$ cat config.mk
export PLATFORM = sky130hd
export DESIGN_NAME = detector_jogada
export DESIGN_NICKNAME = d
export VERILOG_FILES = /design/src/rtl/detector_jogada.sv
export SDC_FILE = /design/constraint.sdc
export NUM_CORES = 1
export LEC_CHECK = 0
export ABC_AREA = 1
export BUFFER_PORTS_ARGS = -buffer_cell sky130_fd_sc_hd__buf_2
export CORE_UTILIZATION = 40
export CTS_CLUSTER_DIAMETER = 200
export DETAILED_ROUTE_END_ITERATION = 8
export SLEW_MARGIN = 20
export SYNTH_ARGS = -nofsm -noshare
export SYNTH_HDL_FRONTEND = slang
export SYNTH_SLANG_ARGS = --single-unit
export TNS_END_PERCENT = 50
$ cat constraint.sdc
create_clock -name clock -period 3.2 [get_ports clock]
set_input_delay 0.8 -clock clock [delete_from_list [all_inputs] [get_ports clock]]
set_output_delay 0.8 -clock clock [all_outputs]
set_load 0.02 [all_outputs]
$ cat src/rtl/detector_jogada.sv
// Button input conditioning: 2-flop synchronizer, optional debounce filter
// (enabled by DETECTOR_JOGADA_DEBOUNCE_EN), multi-press rejection, press-then-release.
module detector_jogada #(
  parameter int DEB_CYCLES = 4,
  parameter int CNT_W      = 16
) (
  input  logic       clock,
  input  logic       reset,
  input  logic [3:0] botoes,
  input  logic       habilita,
  output logic       jogada,
  output logic [3:0] jogada_code,
  output logic       multiplo,
  output logic [3:0] db_estado
);

  typedef enum logic [2:0] {
    ESPERA  = 3'd0,
    FILTRO  = 3'd1,
    PULSO   = 3'd2,
    SOLTA   = 3'd3,
    REJEITA = 3'd4
  } estado_t;

  estado_t    estado_q, estado_d;
  logic [3:0] sinc1_q, sinc_q;
  logic [3:0] amostra_q, amostra_d;
  logic [3:0] code_q, code_d;
  logic [1:0] vale_q;
  logic       armado_q;

  function automatic logic um_bit(input logic [3:0] v);
    return (v != 4'd0) && ((v & (v - 4'd1)) == 4'd0);
  endfunction

`ifdef DETECTOR_JOGADA_DEBOUNCE_EN
  logic [CNT_W-1:0] cnt_q, cnt_d;
  localparam logic [CNT_W-1:0] CntFim = CNT_W'(DEB_CYCLES - 1);
`endif

  always_ff @(posedge clock or posedge reset) begin
    if (reset) begin
      sinc1_q   <= 4'd0;
      sinc_q    <= 4'd0;
      amostra_q <= 4'd0;
      code_q    <= 4'd0;
      estado_q  <= ESPERA;
      vale_q    <= 2'b00;
      armado_q  <= 1'b0;
    end else begin
      sinc1_q   <= botoes;
      sinc_q    <= sinc1_q;
      amostra_q <= amostra_d;
      code_q    <= code_d;
      estado_q  <= estado_d;
      // After reset the chain must carry real levels and see all buttons
      // released before a press is accepted, so a held button is ignored.
      vale_q    <= {vale_q[0], 1'b1};
      armado_q  <= armado_q | (vale_q[1] & (sinc_q == 4'd0));
    end
  end

`ifdef DETECTOR_JOGADA_DEBOUNCE_EN
  always_ff @(posedge clock or posedge reset) begin
    if (reset) cnt_q <= '0;
    else       cnt_q <= cnt_d;
  end
`endif

  always_comb begin
    estado_d  = estado_q;
    amostra_d = amostra_q;
    code_d    = code_q;
`ifdef DETECTOR_JOGADA_DEBOUNCE_EN
    cnt_d     = cnt_q;
`endif
    case (estado_q)
      ESPERA: begin
        if (habilita && armado_q && (sinc_q != 4'd0)) begin
          amostra_d = sinc_q;
`ifdef DETECTOR_JOGADA_DEBOUNCE_EN
          cnt_d    = '0;
          estado_d = FILTRO;
`else
          estado_d = um_bit(sinc_q) ? PULSO : REJEITA;
`endif
        end
      end
`ifdef DETECTOR_JOGADA_DEBOUNCE_EN
      FILTRO: begin
        if (!habilita || (sinc_q != amostra_q)) begin
          cnt_d    = '0;
          estado_d = ESPERA;
        end else if (cnt_q == CntFim) begin
          estado_d = um_bit(amostra_q) ? PULSO : REJEITA;
        end else begin
          cnt_d = cnt_q + 1'b1;
        end
      end
`endif
      PULSO: begin
        code_d   = amostra_q;
        estado_d = SOLTA;
      end
      REJEITA: estado_d = SOLTA;
      SOLTA: begin
        if (sinc_q == 4'd0) estado_d = ESPERA;
      end
      default: estado_d = ESPERA;
    endcase
  end

  assign jogada      = (estado_q == PULSO);
  assign multiplo    = (estado_q == REJEITA);
  assign jogada_code = code_q;
  assign db_estado   = {1'b0, estado_q};

endmodule

Word-level counts from Yosys, hierarchy flattened
Cells that the tools add are included.
- register bits after elaboration: 22
- input port bits: 7
- reduce and logical (&&, ||, !) cells: 10
- multiplexer cells: 4
- equal/unequal tests: 5
- add/subtract/negate cells: 1
- bitwise operators: 3
- operator list (operator ; number):
    two-way mux 3 bit ; 3
    one-hot mux 3 bit (3 select lines) ; 1
    zero test 4 bit ; 2
    == test 3 x 2 -> 1 bit (second input constant) ; 2
    AND 4 bit ; 1
    inequality test 2 bit (second input constant) ; 2
    AND reduction 2 bit ; 2
    nonzero test 4 bit ; 1
    subtractor 4 x 1 -> 4 bit (second input constant) ; 1
    == test 3 bit (second input constant) ; 1
    logical AND 1 bit ; 3
    zero test 3 bit ; 1
    OR reduction 2 bit ; 1
    AND 1 bit ; 1
    OR 1 bit ; 1

Logic depth before layout (Yosys ltp)
- depth in word-level cells: 7
- gate-level depth with buffers: 7

Worst setup path after synthesis
No wires, ideal clock.
- path type: register -> output
- start point: register estado_q[0]
- end point: output jogada
- arrival time: 934 ps
- data required time: 2400 ps
- path slack: 1466 ps
- cell stages (with the launch flop): 4
- cell sequence: dfrtp_1 -> inv_1 -> nand3_2 -> inv_1
- longest elaborated chain between the ends: 1
- ends and longest elaborated chain (item ; RTL line ; source):
    start, declared ; 25 ; estado_t estado_q, estado_d;
    start signal, assigned ; 55 ; estado_q <= estado_d;
    == test 3 x 2 -> 1 bit ; 113 ; assign jogada = (estado_q == PULSO);
    end, declared ; 11 ; output logic jogada,
Every way passes these cells.

Worst setup path in the final report
- start point: register estado_q[2]
- end point: output jogada
The elaborated chain is that of the path after synthesis.

==> flow_metrics.tcl <==
set metrics [dict create \
    rows 16 \
    syn_area_um2 851 \
    first_iter_violations 0 \
    drt_first_pass_iters 1 \
    syn_inst 86 \
    yosys_warnings 0 \
    ff2ff_setup_slack_ns 2.07 \
    final_layout_size_suffix_gt1_share_pct 26.2 \
    cts_num_sinks 22 \
    vdd_drop_max_mv 0.375 \
    area_delta_synth_final_pct 14.6 \
    critPathBufInv 3 \
    vias 557 \
    dp_cells 127 \
    drc 0 \
    critPathSlowestCell "dfrtp_1" \
    most-common-layout-cells "nand2_1, dfrtp_1, buf_2" \
    drt-wirelength-per-cell_um 8.58 \
    slew_viol_final 0 \
    die_area_mm2 0.00232 \
    rsz0062_at_grt "false" \
    grt_pass1_vias 449 \
    antenna_cells 0 \
    vias_per_cell 4.28 \
    ant_nets 0 \
    cts_setup_buffers 0 \
    htreeDepth 1 \
    fin_crit_ns 2.11 \
    fin_area_um2 975 \
    end_kind "output port" \
    fin_crit_sh_pct 65.9 \
    max_freq_ghz 0.474 \
    postCtsHoldBufs 0 \
    numCtsBuffers 3 \
    ys_types 15 \
    cpPeakStageDelay_ns 0.46 \
    dpl_cell_area_um2 952 \
    outcome "finished clean" \
    worstHoldPathCells 0 \
    relSlewSlack_pct 47.5 \
    stdcell_count 130 \
    hp-start "sinc1_q[2]$_DFF_PP0_" \
    max-clock-path-buffers 2 \
    finalHoldViolCount 0 \
    r2r_end "amostra_q[1]$_DFFE_PP0P_" \
    ctsRootBufferMaster "clkbuf_4" \
    max_slew.worst_pin.slew_ns 0.787 \
    clkLatencyLatePin_ns 0.29 \
    grt_pass1_wl_um 1790 \
    grt.total_usage_pct 12.0 \
    die_y_um 48.1 \
    crit_arrival_ns 1.31 \
    skew_ns 0.000490 \
    grt_max_degree 23 \
    pin_count 17 \
    cts_resized 0 \
    reg2reg_depth 4 \
    maxCapViolCount 0 \
    setup_tns_ns 0 \
    utilization_pct 49.2 \
    clk_pin_slew_ns 0.11 \
    cp-start-kind "flop" \
    min_path_type "reg -> reg" \
    critical_path_depth 4 \
    leakagePower_nw 0.548 \
    syn_nets 93 \
    min_to "sinc_q[2]$_DFF_PP0_" \
    cts_tree "built" \
    cp.required_ns 2.40 \
    fillers 200 \
    start_util_pct 42.9 \
    crit_family "flip-flops" \
    synth-seq-cells 22 \
    critPathMaxFanout 6 \
    die_w_um 48.1 \
    r2r-start "estado_q[2]$_DFFE_PP0P_" \
    io_buffers 15 \
    antenna_found_initial 0 \
    finalSetupViolCount 0 \
    critical_path_class "reg -> out" \
    routed_wirelength_um 1120 \
    p_per_area_mw_per_mm2 755 \
    cpMostUsedCell "inv_1" \
    crit_chain "inv_1 > nand3_2 > inv_1 > buf_2" \
    coreArea_mm2 0.00198 \
    ys_seq_area_share_pct 64.7 \
    final_nets 112 \
    place_hpwl_um 843 \
    avgSynthCellArea_um2 9.89 \
    overflow 0 \
    gp_congestion 0.684 \
    mostFrequentLayoutCell "nand2_1" \
]
[Yosys cell counts]
cell	instances	area, um2
nor2_2	1	6.26
nand3_2	1	10.0
inv_1	11	41.3
inv_2	1	3.75
nand3_4	1	17.5
conb_1	2	7.51
dfrtp_1	22	551
nor3_4	1	16.3
a21boi_0	1	7.51
nand2_1	29	109
a31o_2	1	8.76
buf_4	1	7.51
nor2_1	7	26.3
o21ai_1	4	20.0
nand2_2	3	18.8
[layout make-up]
type	instances	area, um2	share of cell area [%]
clock buffer	3	22.5	2.31
sequential	22	551	56.5
inverter	12	45.0	4.62
multi-input combinational	51	248	25.4
tap	27	33.8	3.47
timing repair buffer	15	75.1	7.70
[through the flow]
step                      total power [mW]  hold WS (ns)  setup WS [ns]
after floorplan                      0.563         0.331           1.47
after global placement               0.623         0.331           1.46
after detailed placement             0.628         0.337           1.42
after CTS                            0.747         0.363           1.07
after global routing                 0.798         0.371          0.962
final                                0.735         0.359           1.09
[cell families after synthesis]
| family | Yosys count | share of synthesized area, % |
|---|---|---|
| compound gates | 6 | 4.27 |
| simple gates | 43 | 24.0 |
| other cells | 2 | 0.883 |
| buf+inv | 13 | 6.18 |
| flops | 22 | 64.7 |
[metal layers]
layer	GRT usage, %	wire [um]
met3	5.56	53
met2	18.6	500
met4	6.67	6
met5	0	0
met1	13.8	553
[sequential cells by signal, indices dropped and copies added (netlist names)]
| signal | flops |
|---|---|
| sinc_q | 4 |
| estado_q | 3 |
| amostra_q | 4 |
| vale_q | 2 |
| armado_q | 1 |
| sinc1_q | 4 |
| jogada_code | 4 |
[power breakdown]
group          internal [mW]  leakage, nW  switching [mW]  total, mW
Combinational         0.0862        0.267           0.146      0.232
Clock                 0.0438       0.0138          0.0735      0.117
Sequential             0.341        0.268          0.0448      0.386
Total                  0.471        0.548           0.264      0.735
[worst register-to-register path, stage by stage, from the launching register on]
cell and delay (ns):
dfrtp_1 0.46, nor3_4 0.27, nand3_4 0.15, nand2_1 0.09, o21ai_1 0.06
[worst max-delay path by stage]
stage / startpoint / endpoint / slack, ns
global placement: estado_q[0]$_DFFE_PP0P_ / jogada / 1.46
global route: estado_q[2]$_DFFE_PP0P_ / jogada / 0.96
finish: estado_q[2]$_DFFE_PP0P_ / jogada / 1.09
floorplan: estado_q[0]$_DFFE_PP0P_ / jogada / 1.47
detailed placement: estado_q[2]$_DFFE_PP0P_ / jogada / 1.42
CTS: estado_q[2]$_DFFE_PP0P_ / jogada / 1.07
Power figures use the tool's default switching activity.
